<file path="config.mk">
export PLATFORM = sky130hd
export DESIGN_NAME = interrupter_seq
export DESIGN_NICKNAME = d
export VERILOG_FILES = /design/src/rtl/interrupter_seq.sv
export SDC_FILE = /design/constraint.sdc
export NUM_CORES = 1
export LEC_CHECK = 0
export CORE_AREA = 2 2 146 134
export CTS_CLUSTER_DIAMETER = 100
export DETAILED_ROUTE_END_ITERATION = 8
export DIE_AREA = 0 0 148 136
export SLEW_MARGIN = 20
export SYNTH_ARGS = -nofsm -noshare
export SYNTH_HDL_FRONTEND = slang
export SYNTH_SLANG_ARGS = --single-unit
</file>
<file path="constraint.sdc">
create_clock -name clk -period 5.9 [get_ports clk]
set_input_delay 1.18 -clock clk [delete_from_list [all_inputs] [get_ports clk]]
set_output_delay 1.18 -clock clk [all_outputs]
set_load 0.02 [all_outputs]
</file>
<file path="src/rtl/interrupter_seq.sv">
`default_nettype none
// ============================================================================
// Module   : interrupter_seq
// Purpose  : Supervisory sequencer for the interrupter. It soft-starts pulse
//            width, applies an over-current hold-off, and latches a lockout.
// Revision : 1.0
// ============================================================================
module interrupter_seq #(
    parameter int CLK_MHZ      = 100,
    parameter int PAR_MAX_VAL  = 255,
    parameter int RAMP_STEP_US = 1000,
    parameter int HOLD_US      = 50_000,
    parameter int FAULT_WIN_US = 1_000_000,
    parameter int FAULT_MAX    = 4,
    parameter int PW           = $clog2(PAR_MAX_VAL + 1)
) (
    input  logic          clk,
    input  logic          rst_n,
    input  logic          en,
    input  logic          ocd,
    input  logic          cfg_valid,
    input  logic [PW-1:0] cfg_freq,
    input  logic [PW-1:0] cfg_pw,
    output logic          cfg_ready,
    output logic [PW-1:0] freq_par,
    output logic [PW-1:0] pw_par,
    output logic [2:0]    state_o,
    output logic [3:0]    fault_cnt,
    output logic          lockout
);

    localparam int PRE_W  = $clog2(CLK_MHZ + 1);
    localparam int RAMP_W = $clog2(RAMP_STEP_US + 1);
    localparam int HOLD_W = $clog2(HOLD_US + 1);
    localparam int WIN_W  = $clog2(FAULT_WIN_US + 1);

    localparam logic [PRE_W-1:0]  c_pre_last  = PRE_W'(CLK_MHZ - 1);
    localparam logic [RAMP_W-1:0] c_ramp_last = RAMP_W'(RAMP_STEP_US - 1);
    localparam logic [HOLD_W-1:0] c_hold_last = HOLD_W'(HOLD_US - 1);
    localparam logic [WIN_W-1:0]  c_win_last  = WIN_W'(FAULT_WIN_US - 1);
    localparam logic [PW-1:0]     c_par_max   = PW'(PAR_MAX_VAL);
    localparam logic [3:0]        c_fault_max = 4'(FAULT_MAX);

    typedef enum logic [2:0] {
        S_IDLE = 3'd0,
        S_RAMP = 3'd1,
        S_RUN  = 3'd2,
        S_HOLD = 3'd3,
        S_LOCK = 3'd4
    } state_t;

    state_t              state_q, state_d;
    logic [PW-1:0]       tgt_freq_q, tgt_freq_d;
    logic [PW-1:0]       tgt_pw_q, tgt_pw_d;
    logic [PW-1:0]       freq_par_q, freq_par_d;
    logic [PW-1:0]       pw_par_q, pw_par_d;
    logic [3:0]          fault_cnt_q, fault_cnt_d;
    logic                lockout_q, lockout_d;
    logic                cfg_ready_q, cfg_ready_d;
    logic [PRE_W-1:0]    presc_q, presc_d;
    logic [RAMP_W-1:0]   ramp_cnt_q, ramp_cnt_d;
    logic [HOLD_W-1:0]   hold_cnt_q, hold_cnt_d;
    logic [WIN_W-1:0]    win_cnt_q, win_cnt_d;
    logic                ocd_s1_q, ocd_s2_q, ocd_s3_q;

    logic                us_tick, ocd_rise, accept, fault, win_active, win_expire;
    logic                ramp_step, hold_done;
    logic [PW-1:0]       cfg_freq_c, cfg_pw_c, pw_inc;
    logic [3:0]          fault_base, fault_inc;

    assign us_tick    = (presc_q == c_pre_last);
    assign ocd_rise   = ocd_s2_q & ~ocd_s3_q;
    assign accept     = cfg_valid & cfg_ready_q;
    assign cfg_freq_c = (cfg_freq > c_par_max) ? c_par_max : cfg_freq;
    assign cfg_pw_c   = (cfg_pw > c_par_max) ? c_par_max : cfg_pw;
    assign pw_inc     = pw_par_q + 1'b1;
    assign ramp_step  = us_tick && (ramp_cnt_q == c_ramp_last);
    assign hold_done  = us_tick && (hold_cnt_q == c_hold_last);
    assign win_active = (state_q == S_RAMP) || (state_q == S_RUN) || (state_q == S_HOLD);
    assign win_expire = win_active && us_tick && (win_cnt_q == c_win_last);
    assign fault      = ocd_rise && ((state_q == S_RAMP) || (state_q == S_RUN));
    // A window expiring on the fault edge counts the new fault from zero.
    assign fault_base = win_expire ? 4'd0 : fault_cnt_q;
    assign fault_inc  = (fault_base == 4'hF) ? 4'hF : fault_base + 4'd1;

    always_comb begin
        state_d     = state_q;
        pw_par_d    = pw_par_q;
        fault_cnt_d = fault_base;
        presc_d     = us_tick ? '0 : presc_q + 1'b1;
        ramp_cnt_d  = ramp_cnt_q;
        hold_cnt_d  = hold_cnt_q;
        win_cnt_d   = win_cnt_q;
        tgt_freq_d  = accept ? cfg_freq_c : tgt_freq_q;
        tgt_pw_d    = accept ? cfg_pw_c : tgt_pw_q;

        if (win_active && us_tick) begin
            win_cnt_d = win_expire ? '0 : win_cnt_q + 1'b1;
        end

        if (!en) begin
            state_d     = S_IDLE;
            pw_par_d    = '0;
            fault_cnt_d = 4'd0;
            ramp_cnt_d  = '0;
            hold_cnt_d  = '0;
            win_cnt_d   = '0;
        end else if (fault) begin
            state_d     = (fault_inc >= c_fault_max) ? S_LOCK : S_HOLD;
            pw_par_d    = '0;
            fault_cnt_d = fault_inc;
            hold_cnt_d  = '0;
            win_cnt_d   = '0;
        end else begin
            case (state_q)
                S_IDLE: begin
                    state_d    = S_RAMP;
                    pw_par_d   = '0;
                    ramp_cnt_d = '0;
                end
                S_RAMP: begin
                    if (pw_par_q >= tgt_pw_q) begin
                        state_d  = S_RUN;
                        pw_par_d = tgt_pw_q;
                    end else if (ramp_step) begin
                        pw_par_d   = pw_inc;
                        ramp_cnt_d = '0;
                        if (pw_inc == tgt_pw_q) begin
                            state_d = S_RUN;
                        end
                    end else if (us_tick) begin
                        ramp_cnt_d = ramp_cnt_q + 1'b1;
                    end
                end
                S_RUN: begin
                    if (accept) begin
                        if (cfg_pw_c <= pw_par_q) begin
                            pw_par_d = cfg_pw_c;
                        end else begin
                            state_d    = S_RAMP;
                            ramp_cnt_d = '0;
                        end
                    end
                end
                S_HOLD: begin
                    // Persistent over-current keeps re-arming the hold-off.
                    if (hold_done) begin
                        hold_cnt_d = '0;
                        if (!ocd_s2_q) begin
                            state_d    = S_RAMP;
                            pw_par_d   = '0;
                            ramp_cnt_d = '0;
                        end
                    end else if (us_tick) begin
                        hold_cnt_d = hold_cnt_q + 1'b1;
                    end
                end
                default: begin
                    state_d = state_q;
                end
            endcase
        end

        cfg_ready_d = (state_d == S_IDLE) || (state_d == S_RUN) || (state_d == S_LOCK);
        freq_par_d  = ((state_d == S_RAMP) || (state_d == S_RUN) || (state_d == S_HOLD))
                      ? tgt_freq_d : '0;
        lockout_d   = (state_d == S_LOCK);
    end

    always_ff @(posedge clk or negedge rst_n) begin
        if (!rst_n) begin
            state_q     <= S_IDLE;
            tgt_freq_q  <= '0;
            tgt_pw_q    <= '0;
            freq_par_q  <= '0;
            pw_par_q    <= '0;
            fault_cnt_q <= 4'd0;
            lockout_q   <= 1'b0;
            cfg_ready_q <= 1'b1;
            presc_q     <= '0;
            ramp_cnt_q  <= '0;
            hold_cnt_q  <= '0;
            win_cnt_q   <= '0;
            ocd_s1_q    <= 1'b0;
            ocd_s2_q    <= 1'b0;
            ocd_s3_q    <= 1'b0;
        end else begin
            state_q     <= state_d;
            tgt_freq_q  <= tgt_freq_d;
            tgt_pw_q    <= tgt_pw_d;
            freq_par_q  <= freq_par_d;
            pw_par_q    <= pw_par_d;
            fault_cnt_q <= fault_cnt_d;
            lockout_q   <= lockout_d;
            cfg_ready_q <= cfg_ready_d;
            presc_q     <= presc_d;
            ramp_cnt_q  <= ramp_cnt_d;
            hold_cnt_q  <= hold_cnt_d;
            win_cnt_q   <= win_cnt_d;
            ocd_s1_q    <= ocd;
            ocd_s2_q    <= ocd_s1_q;
            ocd_s3_q    <= ocd_s2_q;
        end
    end

    assign cfg_ready = cfg_ready_q;
    assign freq_par  = freq_par_q;
    assign pw_par    = pw_par_q;
    assign state_o   = state_q;
    assign fault_cnt = fault_cnt_q;
    assign lockout   = lockout_q;

endmodule
`default_nettype wire
</file>
==> flow_metrics.py, run 1 <==
metrics = {
    "outcome": {
        "outcome": "complete, no violations",
    },
    "power_and_ir_drop": {
        "power.switching_uw": 513.2,
        "ir_worst_vdd_mv": 0.1117,
        "seqPwrFrac": 0.439,
        "power_density_nw_per_um2": 263.2,
        "leakage_uw": 0.002810,
        "switching_share": 0.2990,
        "clock_power_share": 0.358,
        "power_uw": 1717,
        "power_frac_comb": 0.204,
        "internal-power_uw": 1203,
    },
    "setup_path": {
        "r2r-start": "presc_q[2]$_DFF_PN0_",
        "cp.required_ns": 6.15,
        "setup.worst_path.class": "in2reg",
        "reg2reg_to": "freq_par[3]$_DFF_PN0_",
        "cp.arrival_ns": 4.08,
        "crit_fanout": 11,
        "cpPeakStageDelay_ns": 0.70,
        "cp-end-kind": "flip-flop",
        "cp_cell_sequence": "clkdlybuf4s50_1 -> ha_1 -> and4_1 -> a21boi_0 -> a221oi_1 -> nand4bb_2 -> a21oi_1 -> o21ai_0 -> a31o_2",
        "cp_slowest_cell": "a21oi_1",
        "cp-start-kind": "primary input",
        "r2r_setup_slack_ns": 2.11,
        "rr_worst_depth": 10,
    },
    "drt": {
        "drt-vias-per-instance": 4.971,
        "vias": 4305,
        "dr.first_iter.drc_count": 348,
        "drt-wirelength-per-cell_um": 15.05,
        "routed_wirelength_um": 13040,
        "postRouteAntennaNets": 0,
        "drt-pass1-iter-count": 4,
        "drc": 0,
    },
    "timing": {
        "timing.hold.ws_ns": 0.3551,
        "max_slew_margin": 0.3626,
        "setup_viol": 0,
        "fmax_mhz": 261.3,
        "final.min_clock_period_ns": 3.828,
        "worst_slew_pin_slew_ns": 0.9489,
        "fin_crit_sh": 0.6488,
        "maxSlewViolCount": 0,
        "final.setup_skew_ns": 0.01670,
        "hold_viol": 0,
        "setup_tns_ns": 0,
        "rsz0062_at_grt": "no",
    },
    "worst_hold_path": {
        "hp-start": "ocd_s1_q$_DFF_PN0_",
        "worstHoldPathCells": 0,
        "holdPathEnd": "ocd_s2_q$_DFF_PN0_",
        "hold_class": "reg2reg",
    },
    "floorplan": {
        "io_pins": 46,
        "die_area_um2": 20130,
        "initial_core_util": 0.2936,
        "core_area_um2": 18740,
        "rows": 48,
        "fp.dieW_um": 148,
        "die_h_um": 136,
    },
    "cells_and_area": {
        "antennaDiodeCount": 0,
        "final_cell_count_no_fill": 866,
        "nets": 654,
        "multi_input_area_um2": 2913,
        "syn2layout_area_growth_pct": 18.54,
        "design_area_um2": 6521,
        "fillers": 1934,
        "drive_gt1_frac": 0.08279,
        "register_area_um2": 2429,
    },
    "clock_tree": {
        "h-tree-depth": 3,
        "post_cts_buffers": 0,
        "cts_tree": "done",
        "clockRootBuffer": "clkbuf_16",
        "cts_sinks": 97,
        "cts_hold_buf": 0,
        "cts.clk_slew.worst_paths_ns": 0.07,
        "ctsResizeCount": 0,
        "cts_buffer_depth": 2,
        "cts_buffers": 9,
        "insertion_delay_ns": 0.36,
    },
    "placed_design": {
        "hpwl_um": 8996,
        "gp_congestion": 0.8252,
        "dpl_cell_area_um2": 6215,
        "portBuffers": 45,
        "dp_cells": 850,
    },
    "synthesis": {
        "synth_cells": 569,
        "yosysWarnings": 0,
        "synthTopCellsByArea": "dfrtp_1 44%, ha_1 5.0%, nand2_1 4.2%",
        "synth_cell_types": 67,
        "avgSynthCellArea_um2": 9.669,
        "syn_nets": 612,
        "synth_common_cells": "96 x dfrtp_1, 61 x nand2_1, 61 x nor2_1",
        "ys_seq_elements": 97,
        "yosysSeqAreaShare": 0.4414,
        "yosysTopAreaCell": "dfrtp_1",
        "synth_edf_count": 0,
        "yosys.area.top_type_share": 0.4367,
        "async_flop_share": 1.000,
        "synth.most_common_cell": "dfrtp_1",
        "synthFlopType": "dfrtp_1",
        "syn_area_um2": 5502,
    },
    "global_route": {
        "grt_start_max_net_pins": 50,
        "antenna_found_initial": 0,
        "gr-total-overflow": 0,
        "grt_first_pass_wirelength_um": 22160,
        "track_usage": 0.1376,
        "grt_pass1_vias": 4272,
    },
    "flow_run": {
        "drv_cap": 0,
    },
}
power by group through the flow:
stage               Sequential [µW]  Combinational (µW)  Clock (µW)
finish                          753                 349         614
global route                    760                 390         662
CTS                             752                 355         635
detailed placement              765                 353           0
global placement                765                 350           0
floorplan                       770                 216           0
per-stage QoR:
step	utilization	setup WS (ns)
floorplan	-	2.778
global placement	0.3317	1.777
detailed placement	0.3317	1.700
CTS	0.3480	2.065
global route	0.3480	1.766
finish	0.3480	2.072
area by class of cell:
cell class              count  share of cell area
clock buffers              10             0.03665
clock inverters             6             0.01036
inverters                  24             0.01381
multi-input cells         431              0.4467
flip-flops and latches     97              0.3724
well taps                 250             0.04797
repair buffers             48             0.07214
cell usage in the layout (no fill, tap or decap), types with 18 or more instances in the layout:
cell | Yosys | final
nand3_1 | 23 | 23
and3_1 | 18 | 18
inv_1 | 24 | 24
nor2_1 | 61 | 61
clkdlybuf4s50_1 | 0 | 44
a21oi_1 | 24 | 24
xnor2_1 | 19 | 19
ha_1 | 22 | 22
nand2_1 | 61 | 61
o21ai_0 | 33 | 33
dfrtp_1 | 96 | 96
flip-flops by register name, summed over array words and instances, names as in the netlist, 4 cells and up:
name	cells
tgt_freq_q	8
fault_cnt	4
ramp_cnt_q	10
pw_par	8
freq_par	8
win_cnt_q	20
tgt_pw_q	8
hold_cnt_q	16
presc_q	7
worst max path at each step:
stage,startpoint,endpoint,cells past startpoint
floorplan,presc_q[2]$_DFF_PN0_,state_o[1]$_DFF_PN0_,11
global placement,cfg_pw[7],ramp_cnt_q[6]$_DFFE_PN0P_,9
detailed placement,cfg_pw[7],ramp_cnt_q[2]$_DFFE_PN0P_,9
CTS,cfg_pw[7],ramp_cnt_q[6]$_DFFE_PN0P_,9
global route,cfg_pw[7],ramp_cnt_q[2]$_DFFE_PN0P_,9
finish,cfg_pw[7],ramp_cnt_q[6]$_DFFE_PN0P_,9
cells by family (layout without fill, tap and decap cells):
group / count (synthesis) / after routing / synth area share
AND/OR/NAND/NOR: 232 / 232 / 0.2197
flip-flops: 97 / 97 / 0.4414
adder cells (fa/ha/maj): 22 / 22 / 0.05003
multiplexers: 24 / 24 / 0.04708
XOR/XNOR: 37 / 37 / 0.06914
AO/OA/AOI/OAI: 116 / 116 / 0.1435
buffers and inverters: 41 / 88 / 0.02911
per-layer routing:
layer  share of wire  vias up  global-route usage
met2            0.45       64              0.2083
met3           0.037       16             0.03523
li1                -     2130                   -
met5               0        -                   0
met4           0.013        0             0.04286
met1            0.50     2095              0.1930
critical path: cells and delay by family:
kind	cells	cell delay, ns
AO/OA/AOI/OAI	5	1.58
adder cells (fa/ha/maj)	1	0.34
buffers and inverters	1	0.45
AND/OR/NAND/NOR	2	0.53
No activity file was read; power rests on OpenSTA's default activity.
==> inputs of run 2 (changes only) <==
Clock period 5.9 ns to 3.2 ns, I/O delays scaled along.
==> run 2 against run 1 <==
Against the previous run:
- largest cell class unchanged
- highest routed layer unchanged
- largest power group unchanged
- sequential power up 82%
- worst hold slack got worse by 0.046 ns
- sequential share of layout area down 1.6 points
- final cell count up 4.0%
==> flow_metrics.py, run 2 (synthesized netlist as in run 1, its figures left out) <==
metrics = {
    "outcome": {
        "outcome": "complete, no violations",
    },
    "cells_and_area": {
        "drive_gt1_frac": 0.1336,
        "reg.largest.list": "win_cnt_q x20, hold_cnt_q x16, ramp_cnt_q x10",
        "largest_register_ffs": 20,
        "antennaDiodeCount": 0,
        "fin_util": 0.3636,
        "mostFrequentLayoutCells": "96 x dfrtp_1, 61 x nand2_1, 61 x nor2_1",
        "syn2layout_area_growth_pct": 23.86,
        "regMostFlops": "win_cnt_q",
        "nets": 689,
        "final_common_cell": "dfrtp_1",
    },
    "global_route": {
        "track_usage": 0.1374,
        "gr-total-overflow": 0,
        "antenna_found_initial": 0,
        "grt_start_max_net_pins": 54,
        "grt_first_pass_wirelength_um": 22290,
        "grt_pass1_vias": 4373,
    },
    "floorplan": {
        "fp.dieW_um": 148,
        "die_area_um2": 20130,
        "initial_core_util": 0.2936,
        "rows": 48,
        "die_h_um": 136,
        "core_area_um2": 18740,
        "io_pins": 46,
    },
    "clock_tree": {
        "cts_sinks": 97,
        "insertion_delay_ns": 0.35,
        "cts_buffer_depth": 2,
        "cts_tree": "done",
        "clockRootBuffer": "clkbuf_16",
        "h-tree-depth": 3,
        "cts.clk_slew.worst_paths_ns": 0.07,
        "cts_buffers": 9,
    },
    "timing": {
        "hold_viol": 0,
        "rsz0062_at_grt": "no",
        "worst_slew_pin_slew_ns": 0.7412,
        "setup_viol": 0,
        "timing.hold.ws_ns": 0.3092,
        "setup_slack_ns": 0.2145,
        "fin_crit_sh": 0.9330,
        "final.min_clock_period_ns": 2.986,
        "fmax_mhz": 334.9,
        "max_slew_margin": 0.5040,
        "maxSlewViolCount": 0,
        "final.setup_skew_ns": 0.01191,
    },
    "placed_design": {
        "portBuffers": 45,
        "pre_cts_ws_ns": -0.1650,
        "gp_congestion": 0.8130,
        "hpwl_um": 9408,
    },
    "flow_run": {
        "drv_cap": 0,
    },
    "setup_path": {
        "cp-start-kind": "primary input",
        "cpPeakStageDelay_ns": 0.43,
        "cp-end-kind": "flip-flop",
        "cp.required_ns": 3.45,
        "setup.worst_path.class": "in2reg",
        "crit_fanout": 7,
        "cp_slowest_cell": "clkdlybuf4s50_1",
        "cp.arrival_ns": 3.23,
        "cp_cell_sequence": "clkdlybuf4s50_1 -> ha_1 -> and3_1 -> a221o_1 -> a221oi_1 -> nand4bb_2 -> nor4_4 -> buf_4 -> and4b_1 -> a31o_2",
    },
    "drt": {
        "drt-vias-per-instance": 4.964,
        "postRouteAntennaNets": 0,
        "dr.first_iter.drc_count": 333,
        "routed_wirelength_um": 13120,
        "drc": 0,
        "vias": 4473,
        "drt-wirelength-per-cell_um": 14.56,
        "drt-pass1-iter-count": 4,
    },
    "power_and_ir_drop": {
        "clock_power_share": 0.348,
        "ir_worst_vdd_mv": 0.2244,
        "internal-power_uw": 2271,
        "switching_share": 0.2920,
        "leakage_uw": 0.002989,
        "power_frac_comb": 0.225,
        "seqPwrFrac": 0.427,
        "power_density_nw_per_um2": 470.7,
        "power.switching_uw": 936.7,
    },
    "worst_hold_path": {
        "hold_class": "in2async",
    },
}
## run 2: cell count changes in the layout (fill, tap and decap cells not counted), sizes merged
cell	before	now
clkinv	3	1
clkbuf	10	11
buf	4	39
inv	24	25
## run 2: area by class of cell
class / count / area (µm²)
Clock buffer: 11 / 242.7
Clock inverter: 5 / 62.56
Fill cell: 1932 / 11920
Inverter: 24 / 90.09
Multi-Input combinational cell: 431 / 2932
Sequential cell: 97 / 2429
Tap cell: 250 / 312.8
Timing Repair Buffer: 83 / 745.7
## run 2: power groups by stage
| stage | Clock, µW | Combinational, µW | Sequential [µW] |
|---|---|---|---|
| 6_report | 1120 | 722 | 1370 |
| 5_1_grt | 1190 | 803 | 1380 |
| 4_1_cts | 1160 | 728 | 1370 |
| 3_5_place_dp | 0 | 725 | 1390 |
| 3_3_place_gp | 0 | 721 | 1390 |
| 2_1_floorplan | 0 | 399 | 1420 |
## run 2: final timing paths
| check | start | endpoint | slack, ns | cells after the start |
|---|---|---|---|---|
| max | cfg_pw[2] | ramp_cnt_q[2]$_DFFE_PN0P_ | 0.21 | 10 |
| min | rst_n | hold_cnt_q[9]$_DFFE_PN0P_ | 0.31 | 1 |
| max reg2reg | win_cnt_q[10]$_DFFE_PN0P_ | freq_par[1]$_DFF_PN0_ | 0.26 | 11 |
| min reg2reg | ocd_s1_q$_DFF_PN0_ | ocd_s2_q$_DFF_PN0_ | 0.36 | 0 |
| max in group asynchronous | rst_n | cfg_ready$_DFF_PN1_ | 2.15 | 2 |
| min in group clk | ocd_s1_q$_DFF_PN0_ | ocd_s2_q$_DFF_PN0_ | 0.36 | 0 |
## run 2: through the flow
stage	area (µm²)	power, µW	TNS, ns	std cells
2_1_floorplan	5502	1819	0	569
3_3_place_gp	6482	2113	-0.4823	884
3_5_place_dp	6482	2118	-0.7438	884
4_1_cts	6788	3257	0	900
5_1_grt	6814	3377	0	901
6_report	6814	3208	0	901
## run 2: routing by layer
layer  GRT usage  vias up  share of wire  wire (µm)
met5           0        -              0          0
met4     0.04339        0          0.019        252
met3     0.02819       18          0.026        341
met2      0.2083       53           0.45       5886
met1      0.1967     2205           0.51       6641
li1            -     2197              -          -
## run 2: timing repair
item,4_1_cts,5_1_grt
resized for setup,0,3
buffers inserted,0,1
hold buffers,0,0
setup endpoints to repair,0,10
## run 2: worst max-delay path: cells and delay by family
family / cells / cell delay, ns
AO/OA/AOI/OAI: 3 / 0.95
adder cells (fa/ha/maj): 1 / 0.31
buffers and inverters: 2 / 0.61
AND/OR/NAND/NOR: 4 / 0.72
==> inputs of run 3 (changes only) <==
Settings changed: CTS_CLUSTER_DIAMETER 100 to unset, HOLD_SLACK_MARGIN set to 0.1.
==> results of run 3 <==
Same layout as run 2: the final DEF is identical, and so are final timing and power.
